<file path="src/rtl/port_uart_pkg.sv">
// Shared definitions for the port_uart peripheral: register offsets,
// status bit positions and the FSM state encoding used by TX and RX.
package port_uart_pkg;

  localparam logic [7:0] OFS_DATA = 8'd0;
  localparam logic [7:0] OFS_STAT = 8'd1;
  localparam logic [7:0] OFS_CTRL = 8'd2;

  localparam int ST_RXRDY  = 0;
  localparam int ST_TXNF   = 1;
  localparam int ST_TXIDLE = 2;
  localparam int ST_OE     = 3;
  localparam int ST_FE     = 4;

  typedef enum logic [1:0] {
    S_IDLE  = 2'd0,
    S_START = 2'd1,
    S_DATA  = 2'd2,
    S_STOP  = 2'd3
  } uart_state_e;

endpackage

</file>
<file path="src/rtl/port_uart_fifo.sv">
// Synchronous FIFO for the UART transmit path; a push into a full FIFO is
// accepted only when a pop happens in the same cycle.
module port_uart_fifo #(
  parameter int WIDTH      = 8,
  parameter int DEPTH_LOG2 = 2
) (
  input  logic             clock,
  input  logic             reset,
  input  logic             push,
  input  logic             pop,
  input  logic [WIDTH-1:0] wdata,
  output logic [WIDTH-1:0] rdata,
  output logic             full,
  output logic             empty
);

  localparam int DEPTH = 1 << DEPTH_LOG2;

  logic [WIDTH-1:0]    mem [DEPTH];
  logic [DEPTH_LOG2:0] wr_ptr;
  logic [DEPTH_LOG2:0] rd_ptr;
  logic                do_push;
  logic                do_pop;

  // Extra pointer bit distinguishes full from empty when the indices match.
  assign empty = (wr_ptr == rd_ptr);
  assign full  = (wr_ptr[DEPTH_LOG2] != rd_ptr[DEPTH_LOG2]) &&
                 (wr_ptr[DEPTH_LOG2-1:0] == rd_ptr[DEPTH_LOG2-1:0]);

  assign do_pop  = pop & ~empty;
  assign do_push = push & (~full | do_pop);
  assign rdata   = mem[rd_ptr[DEPTH_LOG2-1:0]];

  always_ff @(posedge clock) begin
    if (do_push) mem[wr_ptr[DEPTH_LOG2-1:0]] <= wdata;
  end

  always_ff @(posedge clock) begin
    if (reset) begin
      wr_ptr <= '0;
      rd_ptr <= '0;
    end else begin
      if (do_push) wr_ptr <= wr_ptr + 1'b1;
      if (do_pop)  rd_ptr <= rd_ptr + 1'b1;
    end
  end

endmodule

</file>
<file path="src/rtl/port_uart.sv">
// 8N1 UART on the CPU port bus: data at BASE, status at BASE+1.
// Defining PORT_UART_LOOPBACK_EN adds a loopback control register at BASE+2.
//   state | meaning (TX and RX)
//   IDLE  | line idle, waiting for FIFO data / start edge
//   START | start bit
//   DATA  | eight data bits, LSB first
//   STOP  | stop bit
module port_uart
  import port_uart_pkg::*;
#(
  parameter logic [7:0] BASE          = 8'h10,
  parameter int         CLK_DIV       = 217,
  parameter int         TX_DEPTH_LOG2 = 2
) (
  input  logic       clock,
  input  logic       reset,
  input  logic       ce,
  input  logic [7:0] port_addr,
  input  logic [7:0] port_wdata,
  input  logic       port_we,
  input  logic       port_rd,
  output logic [7:0] port_rdata,
  output logic       irq,
  output logic       txd,
  input  logic       rxd
);

  localparam int               CNT_W     = $clog2(CLK_DIV);
  localparam logic [CNT_W-1:0] DIV_M1    = CNT_W'(CLK_DIV - 1);
  localparam logic [CNT_W-1:0] HALF_M1   = CNT_W'(CLK_DIV / 2 - 1);
  localparam logic [7:0]       ADDR_DATA = 8'(BASE + OFS_DATA);
  localparam logic [7:0]       ADDR_STAT = 8'(BASE + OFS_STAT);

  logic wr_data;
  logic rd_data;
  logic rd_stat;

  assign wr_data = ce & port_we & (port_addr == ADDR_DATA);
  assign rd_data = ce & port_rd & (port_addr == ADDR_DATA);
  assign rd_stat = ce & port_rd & (port_addr == ADDR_STAT);

  // ---------------- transmit ----------------
  logic [7:0]       fifo_rdata;
  logic             fifo_full;
  logic             fifo_empty;
  logic             tx_pop;
  uart_state_e      tx_state;
  logic [CNT_W-1:0] tx_cnt;
  logic [2:0]       tx_bit;
  logic [7:0]       tx_shift;
  logic             txd_q;
  logic             tx_idle;

  port_uart_fifo #(
    .WIDTH      (8),
    .DEPTH_LOG2 (TX_DEPTH_LOG2)
  ) u_fifo (
    .clock (clock),
    .reset (reset),
    .push  (wr_data),
    .pop   (tx_pop),
    .wdata (port_wdata),
    .rdata (fifo_rdata),
    .full  (fifo_full),
    .empty (fifo_empty)
  );

  // Popping at the end of STOP chains frames with no idle gap.
  assign tx_pop  = ~fifo_empty &
                   ((tx_state == S_IDLE) || (tx_state == S_STOP && tx_cnt == '0));
  assign tx_idle = fifo_empty & (tx_state == S_IDLE);
  assign txd     = txd_q;

  always_ff @(posedge clock) begin
    if (reset) begin
      tx_state <= S_IDLE;
      tx_cnt   <= '0;
      tx_bit   <= '0;
      tx_shift <= '0;
      txd_q    <= 1'b1;
    end else begin
      case (tx_state)
        S_IDLE: begin
          if (tx_pop) begin
            tx_state <= S_START;
            tx_cnt   <= DIV_M1;
            tx_shift <= fifo_rdata;
            txd_q    <= 1'b0;
          end
        end
        S_START: begin
          if (tx_cnt == '0) begin
            tx_state <= S_DATA;
            tx_cnt   <= DIV_M1;
            tx_bit   <= '0;
            txd_q    <= tx_shift[0];
          end else begin
            tx_cnt <= tx_cnt - 1'b1;
          end
        end
        S_DATA: begin
          if (tx_cnt == '0) begin
            tx_cnt <= DIV_M1;
            if (tx_bit == 3'd7) begin
              tx_state <= S_STOP;
              txd_q    <= 1'b1;
            end else begin
              tx_bit   <= tx_bit + 1'b1;
              tx_shift <= {1'b0, tx_shift[7:1]};
              txd_q    <= tx_shift[1];
            end
          end else begin
            tx_cnt <= tx_cnt - 1'b1;
          end
        end
        S_STOP: begin
          if (tx_cnt == '0) begin
            if (tx_pop) begin
              tx_state <= S_START;
              tx_cnt   <= DIV_M1;
              tx_shift <= fifo_rdata;
              txd_q    <= 1'b0;
            end else begin
              tx_state <= S_IDLE;
            end
          end else begin
            tx_cnt <= tx_cnt - 1'b1;
          end
        end
        default: tx_state <= S_IDLE;
      endcase
    end
  end

  // ---------------- receive ----------------
  logic             rx_in;
  logic             rx_s1;
  logic             rx_s2;
  logic             rx_prev;
  logic             rx_fall;
  uart_state_e      rx_state;
  logic [CNT_W-1:0] rx_cnt;
  logic [2:0]       rx_bit;
  logic [7:0]       rx_shift;
  logic             rx_store;
  logic [7:0]       rx_hold;
  logic             rx_ready;
  logic             oe;
  logic             fe;

`ifdef PORT_UART_LOOPBACK_EN
  localparam logic [7:0] ADDR_CTRL = 8'(BASE + OFS_CTRL);
  logic loopback;

  always_ff @(posedge clock) begin
    if (reset) loopback <= 1'b0;
    else if (ce & port_we & (port_addr == ADDR_CTRL)) loopback <= port_wdata[0];
  end

  assign rx_in = loopback ? txd_q : rxd;
`else
  assign rx_in = rxd;
`endif

  always_ff @(posedge clock) begin
    if (reset) begin
      rx_s1   <= 1'b1;
      rx_s2   <= 1'b1;
      rx_prev <= 1'b1;
    end else begin
      rx_s1   <= rx_in;
      rx_s2   <= rx_s1;
      rx_prev <= rx_s2;
    end
  end

  assign rx_fall  = rx_prev & ~rx_s2;
  assign rx_store = (rx_state == S_STOP) && (rx_cnt == '0);

  always_ff @(posedge clock) begin
    if (reset) begin
      rx_state <= S_IDLE;
      rx_cnt   <= '0;
      rx_bit   <= '0;
      rx_shift <= '0;
    end else begin
      case (rx_state)
        S_IDLE: begin
          if (rx_fall) begin
            rx_state <= S_START;
            rx_cnt   <= HALF_M1;
          end
        end
        S_START: begin
          if (rx_cnt == '0) begin
            if (rx_s2) begin
              rx_state <= S_IDLE;
            end else begin
              rx_state <= S_DATA;
              rx_cnt   <= DIV_M1;
              rx_bit   <= '0;
            end
          end else begin
            rx_cnt <= rx_cnt - 1'b1;
          end
        end
        S_DATA: begin
          if (rx_cnt == '0) begin
            rx_shift <= {rx_s2, rx_shift[7:1]};
            rx_cnt   <= DIV_M1;
            if (rx_bit == 3'd7) rx_state <= S_STOP;
            else                rx_bit   <= rx_bit + 1'b1;
          end else begin
            rx_cnt <= rx_cnt - 1'b1;
          end
        end
        S_STOP: begin
          if (rx_cnt == '0) rx_state <= S_IDLE;
          else              rx_cnt   <= rx_cnt - 1'b1;
        end
        default: rx_state <= S_IDLE;
      endcase
    end
  end

  // A store wins over a same-cycle data read: the fresh byte stays pending.
  always_ff @(posedge clock) begin
    if (reset) begin
      rx_hold  <= '0;
      rx_ready <= 1'b0;
      oe       <= 1'b0;
      fe       <= 1'b0;
    end else begin
      if (rd_stat) begin
        oe <= 1'b0;
        fe <= 1'b0;
      end
      if (rx_store) begin
        rx_hold  <= rx_shift;
        rx_ready <= 1'b1;
        if (rx_ready & ~rd_data) oe <= 1'b1;
        if (~rx_s2)              fe <= 1'b1;
      end else if (rd_data) begin
        rx_ready <= 1'b0;
      end
    end
  end

  assign irq = rx_ready;

  // ---------------- read mux ----------------
  logic [7:0] status;

  always_comb begin
    status            = '0;
    status[ST_RXRDY]  = rx_ready;
    status[ST_TXNF]   = ~fifo_full;
    status[ST_TXIDLE] = tx_idle;
    status[ST_OE]     = oe;
    status[ST_FE]     = fe;
  end

  always_comb begin
    port_rdata = 8'hFF;
    if (port_addr == ADDR_DATA)      port_rdata = rx_hold;
    else if (port_addr == ADDR_STAT) port_rdata = status;
`ifdef PORT_UART_LOOPBACK_EN
    else if (port_addr == ADDR_CTRL) port_rdata = {7'b0, loopback};
`endif
  end

endmodule
</file>
<file path="config.mk">
export PLATFORM = sky130hd
export DESIGN_NAME = port_uart
export DESIGN_NICKNAME = d
export VERILOG_FILES = /design/src/rtl/port_uart_pkg.sv /design/src/rtl/port_uart_fifo.sv /design/src/rtl/port_uart.sv
export SDC_FILE = /design/constraint.sdc
export NUM_CORES = 1
export LEC_CHECK = 0
export BUFFER_PORTS_ARGS = -buffer_cell sky130_fd_sc_hd__buf_2
export CAP_MARGIN = 10
export CORE_UTILIZATION = 35
export DETAILED_ROUTE_END_ITERATION = 16
export HOLD_SLACK_MARGIN = 0.15
export PLACE_DENSITY = 0.59
export SLEW_MARGIN = 20
export SYNTH_ARGS = -nofsm -noshare
export SYNTH_HDL_FRONTEND = slang
export SYNTH_SLANG_ARGS = --single-unit
</file>
<file path="constraint.sdc">
create_clock -name clock -period 2.7 [get_ports clock]
set_input_delay 0.27 -clock clock [delete_from_list [all_inputs] [get_ports clock]]
set_output_delay 0.27 -clock clock [all_outputs]
set_load 0.05 [all_outputs]
</file>
# Word-level counts from Yosys, hierarchy flattened
# Memory sizes are Yosys's and may differ from the RTL's. A register that Yosys moved wholly into a read port is not among the register bits.
# Cells that the tools add are included.
dict set report op_classes {
  n_addsub 6
  n_mul 0
  div 0
  magnitude_cmp 0
  eq_ne 28
  shift 0
  mux 58
  bitwise_logic 16
  reduce_logical 21
}
# operator count
set op_table {}
lappend op_table {{$mux 8} 14}
lappend op_table {{$pmux 8 s3} 2}
lappend op_table {{$pmux 8 s4} 1}
lappend op_table {{$mux 2} 13}
lappend op_table {{$ne 2x2->1 const B} 11}
lappend op_table {{$mux 3} 7}
lappend op_table {{$eq 8x5->1 const B} 2}
lappend op_table {{$logic_not 8->1} 2}
lappend op_table {{$mux 1} 16}
lappend op_table {{$pmux 2 s4} 2}
lappend op_table {{$sub 8x1->8 const B} 2}
lappend op_table {{$reduce_and 5->1} 3}
lappend op_table {{$add 3x1->3 const B} 4}
lappend op_table {{$pmux 3 s2} 2}
lappend op_table {{$and 1x1->1} 11}
lappend op_table {{$eq 2x2->1 const B} 4}
lappend op_table {{$reduce_and 4->1} 2}
lappend op_table {{$eq 3x3->1 const B} 2}
lappend op_table {{$ne 2x1->1 const B} 3}
lappend op_table {{$reduce_and 3->1} 2}
lappend op_table {{$reduce_bool 2->1} 3}
lappend op_table {{$eq 2x1->1 const B} 2}
lappend op_table {{$logic_not 2->1} 2}
lappend op_table {{$not 1->1} 4}
lappend op_table {{11 further kinds} 13}
dict set report totals {
  ff_bits 63
  latch_bits 0
  ram_bits 32
  mem_bits_ro 0
  out_inout_bits 10
  word_cells 148
  memories 1
}
# name depth width rd rd_ports_with_merged_regs wr line
set mem_list {}
lappend mem_list {u_fifo.mem 4 8 1 1 1 port_uart_fifo.sv:19} ;# logic [WIDTH-1:0] mem [DEPTH];

# Logic depth before layout (Yosys ltp)
dict set report depth {
  ltp_word 9
  mapped_depth 8
  ltp_nobuf 7
}

# Hierarchy
# Synthesis repeated with hierarchy kept, for this count alone.
dict set report unflattened {
  cells_unflattened 476
  area_unflattened_um2 4798.4
}
# module n_inst cells_each area_each_um2
set by_module_without_submodules {}
lappend by_module_without_submodules {port_uart 1 379 3099.2}
lappend by_module_without_submodules {port_uart_fifo 1 97 1699.1}

# Least setup slack after synthesis
# No wires, ideal clock.
dict set report synth_timing {
  path_kind {flip-flop to flip-flop}
  from {register tx_cnt[0]}
  to {memory u_fifo.mem[3][0], enable pin}
  setup_time_ns 0.336
  t_arrival_ns 1.797
  setup_slack_ns 0.567
  path_stages_with_launch 7
  path_buffers 0
  period_less_slack_ns 2.133
  path_cell_list {dfxtp_1 > inv_1 > ha_1 > and4bb_1 > a21oi_2 > a2111oi_4 > and2_1}
}
dict set report synth_between {
  elab_chain_len 9
}
# element line
set synth_lines {}
lappend synth_lines {{start: declaration} port_uart.sv:48} ;# logic [CNT_W-1:0] tx_cnt;
lappend synth_lines {{start signal: assignment} port_uart.sv:98} ;# tx_cnt <= tx_cnt - 1'b1;
lappend synth_lines {{start signal: assignment} port_uart.sv:113} ;# tx_cnt <= tx_cnt - 1'b1;
lappend synth_lines {{start signal: assignment} port_uart.sv:127} ;# tx_cnt <= tx_cnt - 1'b1;
lappend synth_lines {{$logic_not 8->1} port_uart.sv:70} ;# ((tx_state == S_IDLE) || (tx_state == S_STOP && tx_cnt == '0));
lappend synth_lines {{$logic_and 1x1->1} port_uart.sv:70}
lappend synth_lines {{$logic_or 1x1->1} port_uart.sv:70}
lappend synth_lines {{$and 1x1->1} port_uart.sv:69} ;# assign tx_pop = ~fifo_empty &
lappend synth_lines {{$and 1x1->1} port_uart_fifo.sv:30} ;# assign do_pop = pop & ~empty;
lappend synth_lines {{$or 1x1->1} port_uart_fifo.sv:31} ;# assign do_push = push & (~full | do_pop);
lappend synth_lines {{$and 1x1->1} port_uart_fifo.sv:31}
lappend synth_lines {{$mux 1} port_uart_fifo.sv:35} ;# if (do_push) mem[wr_ptr[DEPTH_LOG2-1:0]] <= wdata;
lappend synth_lines {{$mux 1 (not written as such)} port_uart_fifo.sv:35}
lappend synth_lines {{end: declaration} port_uart_fifo.sv:19}
# Every way passes these cells.

# Worst setup path after layout
dict set report layout_timing {
  from {register tx_cnt[0]}
  to {memory u_fifo.mem[0][5], enable pin}
}
# The elaborated chain is that of the path after synthesis.

==> results.cfg <==
[sta]
maxSlewHeadroom_pct = 56.0
skew_ns = 0.00951
fin_crit_ns = 2.37
hold_viol_final = 0
rsz0062_at_grt = false
tightest_slew_ns = 0.660
final-max-slew-violation-count = 0
hold_ws_ns = 0.279
setup-violations-final = 0
period_share_pct = 87.8
fin_tns_setup_ns = 0
fmax_mhz = 422

[finish]
diodes = 0
nNetsFinal = 555
instances_no_fill = 692
syn2layout_area_growth_pct = 15.3
n_fill_cell = 1286
drive_above_1_share_pct = 15.1
final_cell_mix = 65 x dfxtp_1, 47 x nand2_1, 44 x a21oi_1
final_common_cell = dfxtp_1
multiInputGateArea_um2 = 2290
register_area_um2 = 2260

[floorplanning]
io_pins = 32
floorplan.die_area_um2 = 14000
initial_core_util_pct = 35.8
core_um2 = 13200
rows = 42
die_h_um = 118
die-width_um = 118

[routing]
vias_per_cell = 5.17
wl_per_cell_um = 14.0
first_pass_iters = 5
drt_iter0_markers = 244
ant_nets = 0
num_vias = 3575
drt_wl_total_um = 9670
drc = 0

[clocking]
cts.sinks = 97
cts.clk_slew.worst_paths_ns = 0.08
clk_latency_ns = 0.36
clockBufferDepth = 2
htreeDepth = 3
root_buffer = clkbuf_16
numCtsBuffers = 9
post_cts.repair.setup_buffers = 0
cts_tree = built

[logic_synthesis]
synth-seq-area-share_pct = 47.7
synth_area_per_cell_um2 = 9.99
ys_ff_latch = 97
ys_dominant_reg_cell = dfxtp_1
syn_nets = 519
synth_edf_count = 32
synth_top_area_share_pct = 27.4
synth_area_um2 = 4750
synth_warnings = 0
postSynth.asyncResetShare_pct = 0
synthDistinctLibCells = 68
synth.area.top_cells = dfxtp_1 27%, edfxtp_1 20%, ha_1 5.8%, a21oi_1 4.6%, mux4_2 3.8%
netlist_instances = 475
yosysTopAreaCell = dfxtp_1

[min_path]
worstHoldStart = reset
holdCritPathClass = input port to flip-flop

[pwr]
power.leakage_nw = 1.92
peakVddDrop_mv = 0.456
p_per_area_nw_per_um2 = 829

[critical_path]
cp_slowest_cell = a2111oi_4
r2r-start = tx_cnt[0]
crit_start = tx_cnt[0]
worst_setup_path_start_kind = flip-flop
cp_data_required_time_ns = 2.72
criticalPathCategory = flip-flop to flip-flop
worstSetupEndpointType = flip-flop
crit_arrival_ns = 2.39
cp_max_fo = 8
cp_slowest_stage_delay_ns = 0.50
path_cells = inv_1, ha_1, and4bb_1, a21oi_2, a2111oi_4, and2_1

[place]
dp.cells = 667
dp_hpwl_um = 6800
port_buffers = 31
gp_congestion = 0.829

[grt]
grt-ovfl-total = 0
grt_pass1_vias = 3403
grt_max_degree = 62
grt_pass1_wl_um = 16500
antenna_found_initial = 0
track_usage_pct = 14.8

[run_status]
run_status = complete, no violations

[flow_run]
max_cap_violations = 0
## what timing repair did
item	CTS	global route
endpoints found under the hold margin	32	0
gates resized for setup	0	0
hold buffers	9	0
## through the flow
stage          utilization (%)  setup WS [ns]  power (mW)  instance area (um2)
3_5_place_dp              38.3          0.329        3.24                 5070
2_1_floorplan                -          0.567        2.90                 4750
6_report                  41.3          0.330        4.54                 5470
5_1_grt                   41.3          0.134        4.83                 5470
4_1_cts                   41.3          0.327        4.57                 5470
3_3_place_gp              38.3          0.419        3.21                 5070
## area by class of cell
class                      instances  share of cell area [%]
clock buffer                       9                    4.12
clock inverter                     7                    1.58
tap                              176                    4.02
multi-input combinational        331                    41.9
inverter                          26                    1.78
sequential                        97                    41.3
timing repair buffer              46                    5.30
## synthesized netlist by cell type (all sizes together), types with 3 or more instances
master and count:
a211oi 8, a21o 3, a21oi 46, a311oi 9
a31oi 3, and2 7, buf 8, clkbuf 13
dfxtp 65, edfxtp 32, ha 22, inv 26
mux2i 17, mux4 8, nand2 48, nand2b 3
nand3 21, nand4 3, nor2 39, nor3 12
nor4 4, o211ai 5, o21ai 18, or2 7
xnor2 8
## kinds of logic (layout without fill, tap and decap cells)
family	count (synthesis)	after routing	share of synthesized area [%]
xor gates and xnor gates	10	10	1.85
adders and majority gates	22	22	5.80
and+or+nand+nor	159	159	16.7
AOI/OAI and AO/OA	115	115	16.6
muxes	25	25	7.38
buffers and inverters	47	88	4.06
DFF	97	97	47.7
## registers in the layout, indices dropped and copies added, names as in the netlist, named ones only
name,flops
irq,1
rx_s2,1
rx_cnt,8
tx_cnt,8
rx_shift,8
u_fifo.rd_ptr,3
rx_hold,8
rx_state,1
u_fifo.wr_ptr,3
tx_state,2
rx_bit,3
tx_bit,3
fe,1
rx_prev,1
txd,1
u_fifo.mem,32
tx_shift,8
rx_s1,1
oe,1
## worst max-delay path: cells and delay by family, from the launching register on
| family | cells | cell delay [ns] |
|---|---|---|
| AND/OR/NAND/NOR | 2 | 0.75 |
| flip-flops | 1 | 0.33 |
| AO/OA/AOI/OAI | 2 | 0.62 |
| buffers and inverters | 1 | 0.09 |
| adder cells (fa/ha/maj) | 1 | 0.23 |
## worst paths after layout
| kind | cells after the start | to | slack [ns] |
|---|---|---|---|
| hold / removal | 3 | txd | 0.28 |
| setup reg to reg | 6 | u_fifo.mem[0][5] | 0.33 |
| hold reg to reg | 1 | rx_s2 | 0.41 |
| setup / recovery | 6 | u_fifo.mem[0][5] | 0.33 |
## power breakdown
group | internal (mW) | total (mW) | switching, mW
Combinational | 0.587 | 1.46 | 0.874
Clock | 0.668 | 1.31 | 0.641
Sequential | 1.63 | 1.77 | 0.139
## layer usage
| metal | vias up | part of all wire [%] | global-route usage [%] | wire length, um |
|---|---|---|---|---|
| met1 | 1677 | 50 | 20.4 | 4800 |
| met4 | 0 | 1.3 | 4.19 | 128 |
| met3 | 11 | 4.9 | 4.54 | 476 |
| met5 | - | 0 | 0 | 0 |
| li1 | 1804 | - | - | - |
| met2 | 83 | 44 | 22.3 | 4270 |
Note: power is estimated with default switching activity, not from simulation.
